<file path="src/rtl/clkdiv_pkg.sv">
// Shared definitions for the programmable clock divider.
package clkdiv_pkg;

    // Smallest divisor the divider can produce; smaller requests are clamped to this.
    localparam int unsigned DIV_MIN = 2;

    typedef enum logic {
        IDLE,
        RUN
    } clkdiv_state_e;

    // Number of input cycles the posedge phase register stays high for a divisor n.
    function automatic int unsigned half_ceil(input int unsigned n);
        return (n + 1) / 2;
    endfunction

endpackage

</file>
<file path="src/rtl/clkdiv_negedge_retime.sv">
// Falling-edge retiming flop for the odd-divisor 50% duty path.
// Kept in its own module so the only negedge-clocked element is easy to find.
module clkdiv_negedge_retime (
    input  logic clk,
    input  logic rst_n,
    input  logic d,
    output logic q
);

    // Half-cycle delayed copy of d, cleared asynchronously.
    always_ff @(negedge clk or negedge rst_n) begin
        if (!rst_n) begin
            q <= 1'b0;
        end else begin
            q <= d;
        end
    end

endmodule

</file>
<file path="src/rtl/prog_clk_divider.sv">
// Runtime-programmable integer clock divider, N in [2, 2^DIV_W-1].
// Divisor and enable changes are applied only at period boundaries.
// Optional macro CLKDIV_ODD50_EN: adds a negedge retime stage so odd
// divisors also produce 50% duty; without it odd N runs ceil(N/2) high.
module prog_clk_divider
    import clkdiv_pkg::*;
#(
    parameter int unsigned DIV_W       = 8,
    parameter int unsigned DEFAULT_DIV = 5
) (
    input  logic             clk_in,
    input  logic             rst_n,
    input  logic             en,
    input  logic [DIV_W-1:0] div_val,
    input  logic             div_load,
    output logic             clk_out,
    output logic [DIV_W-1:0] div_active,
    output logic             period_start,
    output logic             cfg_err
);

    localparam logic [DIV_W-1:0] DIV_RST   = DIV_W'(DEFAULT_DIV);
    localparam logic [DIV_W-1:0] DIV_FLOOR = DIV_W'(DIV_MIN);
    localparam logic [DIV_W-1:0] ONE       = DIV_W'(1);

    clkdiv_state_e    state;
    logic [DIV_W-1:0] count;
    logic [DIV_W-1:0] pending;
    logic [DIV_W-1:0] high_len;
    logic             wrap;
    logic             p;

    // Computed in 32 bits so N = 2^DIV_W-1 cannot overflow the +1.
    assign high_len = DIV_W'(half_ceil(32'(div_active)));
    assign wrap     = (count == div_active - ONE);

    // Pending divisor capture; out-of-range requests clamp and flag cfg_err.
    always_ff @(posedge clk_in or negedge rst_n) begin
        if (!rst_n) begin
            pending <= DIV_RST;
            cfg_err <= 1'b0;
        end else begin
            cfg_err <= 1'b0;
            if (div_load) begin
                if (div_val < DIV_FLOOR) begin
                    pending <= DIV_FLOOR;
                    cfg_err <= 1'b1;
                end else begin
                    pending <= div_val;
                end
            end
        end
    end

    // Period sequencer: counts through each period, swaps divisor and honours en only at the wrap.
    always_ff @(posedge clk_in or negedge rst_n) begin
        if (!rst_n) begin
            state        <= IDLE;
            count        <= '0;
            div_active   <= DIV_RST;
            p            <= 1'b0;
            period_start <= 1'b0;
        end else begin
            case (state)
                IDLE: begin
                    count        <= '0;
                    p            <= 1'b0;
                    period_start <= 1'b0;
                    if (en) begin
                        div_active <= pending;
                        state      <= RUN;
                    end
                end
                RUN: begin
                    p            <= (count < high_len);
                    period_start <= (count == '0);
                    if (wrap) begin
                        count      <= '0;
                        div_active <= pending;
                        if (!en) begin
                            state <= IDLE;
                        end
                    end else begin
                        count <= count + ONE;
                    end
                end
                default: begin
                    state <= IDLE;
                end
            endcase
        end
    end

`ifdef CLKDIV_ODD50_EN
    logic n;

    clkdiv_negedge_retime u_negedge_retime (
        .clk   (clk_in),
        .rst_n (rst_n),
        .d     (p),
        .q     (n)
    );

    // div_active only changes on the edge where p is driven low, so the select never cuts a high pulse.
    assign clk_out = div_active[0] ? (p & n) : p;
`else
    assign clk_out = p;
`endif

endmodule

</file>
<file path="config.mk">
export PLATFORM = sky130hd
export DESIGN_NAME = prog_clk_divider
export DESIGN_NICKNAME = d
export VERILOG_FILES = /design/src/rtl/clkdiv_pkg.sv /design/src/rtl/clkdiv_negedge_retime.sv /design/src/rtl/prog_clk_divider.sv
export SDC_FILE = /design/constraint.sdc
export NUM_CORES = 1
export LEC_CHECK = 0
export BUFFER_PORTS_ARGS = -buffer_cell sky130_fd_sc_hd__buf_2
export CELL_PAD_IN_SITES_DETAIL_PLACEMENT = 1
export CELL_PAD_IN_SITES_GLOBAL_PLACEMENT = 2
export CORE_MARGIN = 1
export CORE_UTILIZATION = 35
export CTS_BUF_LIST = sky130_fd_sc_hd__clkbuf_4
export DETAILED_ROUTE_END_ITERATION = 12
export PLACE_DENSITY = 0.78
export SLEW_MARGIN = 40
export SYNTH_ARGS = -nofsm -noshare
export SYNTH_HDL_FRONTEND = slang
export SYNTH_SLANG_ARGS = --single-unit
</file>
<file path="constraint.sdc">
create_clock -name clk_in -period 2.6 [get_ports clk_in]
set_input_delay 0.39 -clock clk_in [delete_from_list [all_inputs] [get_ports clk_in]]
set_output_delay 0.39 -clock clk_in [all_outputs]
set_load 0.01 [all_outputs]
</file>
==> results.md <==
- Status: finished with violations
- Violations in the final reports: DRC
- Vias per Instance: 5.27
- Worst r2r dst: div_active[3]
- Worst reg-to-reg path cell count: 8
- Fraction of the cycle the final worst path needs: 95.3%
- Post-synth EDFFs: 0
- Die W: between 70 and 80 um
- Vias in the first global route: 1268
- Area of the die: 0.00497 sq mm
- Global-route wire length before repair: 6240 um
- Crit path capture: div_active[3]
- Post-synth ARST share: 100%
- Arrival time at the worst endpoint: approximately 2.7 ns
- Post-synthesis cell type with the largest combined area: dfrtp_1
- Internal power summed over all cells: 623 uW
- Worst-skew pair later-pin latency: 0.34 ns
- Final setup vio count: 0
- Worst setup path class: reg2reg
- Kind of launch point of the worst setup path: register
- Psw: 158 uW
- Maximum buffer depth of the clock tree: 2
- # hold bufs at CTS: 0
- Synth area leaders: dfrtp_1, mux2_2, ha_1, dfstp_2, xor2_1
- Portion of total power attributed to sequential cells: around three fifths
- Area of the mapped netlist: 0.00164 sq mm
- Area growth from synthesis to final layout: 12.6%
- Post-synth top flop: dfrtp_1
- Switching share of total power: 20.2%
- Pwr/cell area: 422 mW/mm^2
- Residual DRC count: 2
- Critical path required time: 2.83 ns
- Top layer reached by signal wires: met4
- CTS H-Tree Depth: 1
- Setup TNS: 0 ns
- Overall die height: about 71 um
- Antenna Nets Post-Route: 0
- Residual overflow from global routing: 0
- Global Route Usage Sum: approximately 16%
- Core box area: 0.00444 sq mm
- Reg2Reg Launch Point: div_active[0]
- Number of cell rows: 24
- Pin count of the biggest net entering global routing: 29
- Detailed Routing Iterations Pass 1: 8
- Critical Path End Type: register
- Slack of the worst reg-to-reg path: 0.12 ns
- Share of the yosys chip area belonging to registers: 43.0%
- Fill count: 516
- Most common library cell in the layout ignoring fill and taps: dfrtp_1
- Gp weighted congestion: roughly 0.84
- Tightest Hold Check Type: in2async
- Detailed route wirelength on metal3: 84 um
- Fraction of synthesized cell area taken by the top area cell type: 36.6%
- Average wire per cell in the routed design: between 15 and 20 um
- Synth Area per Inst: approximately 11 sq um
- Max-Cap Viols: 0
- Total wirelength of the detailed-routed design: 3620 um
- Maximum frequency from static timing analysis: 403 MHz
- Commonest cells after routing, fill and taps aside: dfrtp_1, buf_2, nor2_1, mux2_2
- Area occupied by registers: 706 sq um
- Metal2 WL: 1770 um
- Clock power frac: a little under two fifths
- Inserted Clock Buffers: 3
- Number of DRC markers in iteration 0: 50
- Utilization after layout: 41.6%
- Number of synthesized register bits: 28
- Starting density of the core: 37.0%
- Synthesized netlist net count: 175
- Crit-path max FO: 8
- Clock tree skew after final layout: 0.0151 ns
- TritonCTS clock tree: yes
- Clock-pin transition on the worst setup and hold timing paths: approximately 0.16 ns
- Comb pwr share: 4.6%
- Fin. Hold Viols: 0
- Post-synth cell types: 38
- Number of I/O port buffers: 22
- Antenna violations before repair: 0
- Post-cts sizing count: 0
- I/O pins: 23
- Area occupied by multi-input gates: about 880 sq um
- Count of final max-slew check failures: 0
- Standby leakage power: 0.871 nW
- Vias: approximately 1200
- Root buf cell: clkbuf_4
- Layout Nets: 198
- Normalized max-slew margin: about three fifths
- Time the worst path needs with I/O delays and setup: between 2 and 2.5 ns
- Half-perimeter wire length after placement: approximately 2700 um
- Wire length on met1: between 1500 and 2000 um
- Critical Path Start: div_active[0]
- Antenna diodes: 0
- CTS sink cnt: 28
- Cells after synthesis: between 150 and 200
- Maximum vdd drop: 0.000320 V
- RSZ-0062 raised after global routing: false
- Transition time at the pin with the least slew margin: between 0.6 and 0.7 ns
- Number of warnings printed during yosys synthesis: 0
- Share of layout cells above drive strength 1: 29.3%
[worst max-delay path: stages (launching register included)]
cell     delay [ns]
dfstp_2        0.61
inv_1          0.06
ha_1           0.25
nor2b_1        0.15
or3_1          0.34
a31oi_1        0.18
nand4_1        0.15
mux2_4         0.35
mux2_2         0.29
[registers in the layout, summed over array words and instances (netlist names)]
| register | cells |
|---|---|
| cfg_err | 1 |
| clk_out | 1 |
| count | 8 |
| div_active | 8 |
| pending | 8 |
| period_start | 1 |
| state | 1 |
[how the worst min path moves through the flow]
stage	from	endpoint	slack, ns	cells after the start
6_report	rst_n	count[3]	0.04	1
5_1_grt	rst_n	count[1]	0.06	1
4_1_cts	rst_n	div_active[6]	0.05	1
3_5_place_dp	rst_n	pending[3]	0.45	1
3_3_place_gp	rst_n	pending[3]	0.44	1
2_1_floorplan	rst_n	cfg_err	0.09	0
[kinds of logic (layout without fill, tap and decap cells)]
kind of cell | Yosys count | count (layout) | synth area share, %
DFF | 28 | 28 | 43.0
and+or+nand+nor | 51 | 51 | 17.2
buffers and inverters | 12 | 34 | 3.50
xor gates and xnor gates | 21 | 21 | 11.2
muxes | 16 | 16 | 11.1
AOI/OAI and AO/OA | 13 | 13 | 5.64
adders and majority gates | 11 | 11 | 8.38
[per-stage QoR]
stage | total power [mW] | hold slack (ns) | cell area (sq um) | setup slack, ns | std cells
6_report | 0.781 | 0.0402 | 1850 | 0.121 | 226
5_1_grt | 0.818 | 0.0570 | 1850 | 0.0159 | 226
4_1_cts | 0.798 | 0.0543 | 1840 | 0.0934 | 224
3_5_place_dp | 0.502 | 0.449 | 1780 | 0.126 | 220
3_3_place_gp | 0.500 | 0.436 | 1780 | 0.208 | 220
2_1_floorplan | 0.479 | 0.0944 | 1640 | 0.279 | 152
[metal layers]
metal | vias up | track usage [%]
li1 | 575 | -
met1 | 595 | 22.5
met2 | 18 | 26.6
met3 | 4 | 2.74
met4 | 0 | 4.76
met5 | - | 0
[synth_stat cells (all sizes together), types with 2 or more instances]
cell,number
ha,11
nand3b,2
dfrtp,24
xnor2,10
dfstp,4
xor2,11
nor2b,4
o21bai,2
a31oi,3
a211oi,3
mux2,15
nand3,9
nor2,14
and3,6
nand2b,2
inv,6
nand2,4
nand4,2
clkbuf,3
buf,3
o21ai,2
a21o,2
[cell type report]
class,count,share of cell area (%)
Clock buffer,3,1.22
Tap cell,52,3.52
Clock inverter,1,1.62
Sequential cell,28,38.1
Timing Repair Buffer,24,6.76
Inverter,6,1.22
Multi-Input combinational cell,112,47.5
[power groups by stage]
stage	combinational, mW	sequential (mW)	clock [mW]
3_3_place_gp	0.0354	0.465	0
5_1_grt	0.0407	0.459	0.318
4_1_cts	0.0374	0.457	0.303
6_report	0.0358	0.457	0.289
2_1_floorplan	0.0166	0.462	0
3_5_place_dp	0.0373	0.465	0
[timing repair]
action                                  CTS  global route
hold endpoints to repair                  0             0
endpoints found under the setup margin    0             6
buffers inserted                          0             2
Power figures use the tool's default switching activity.
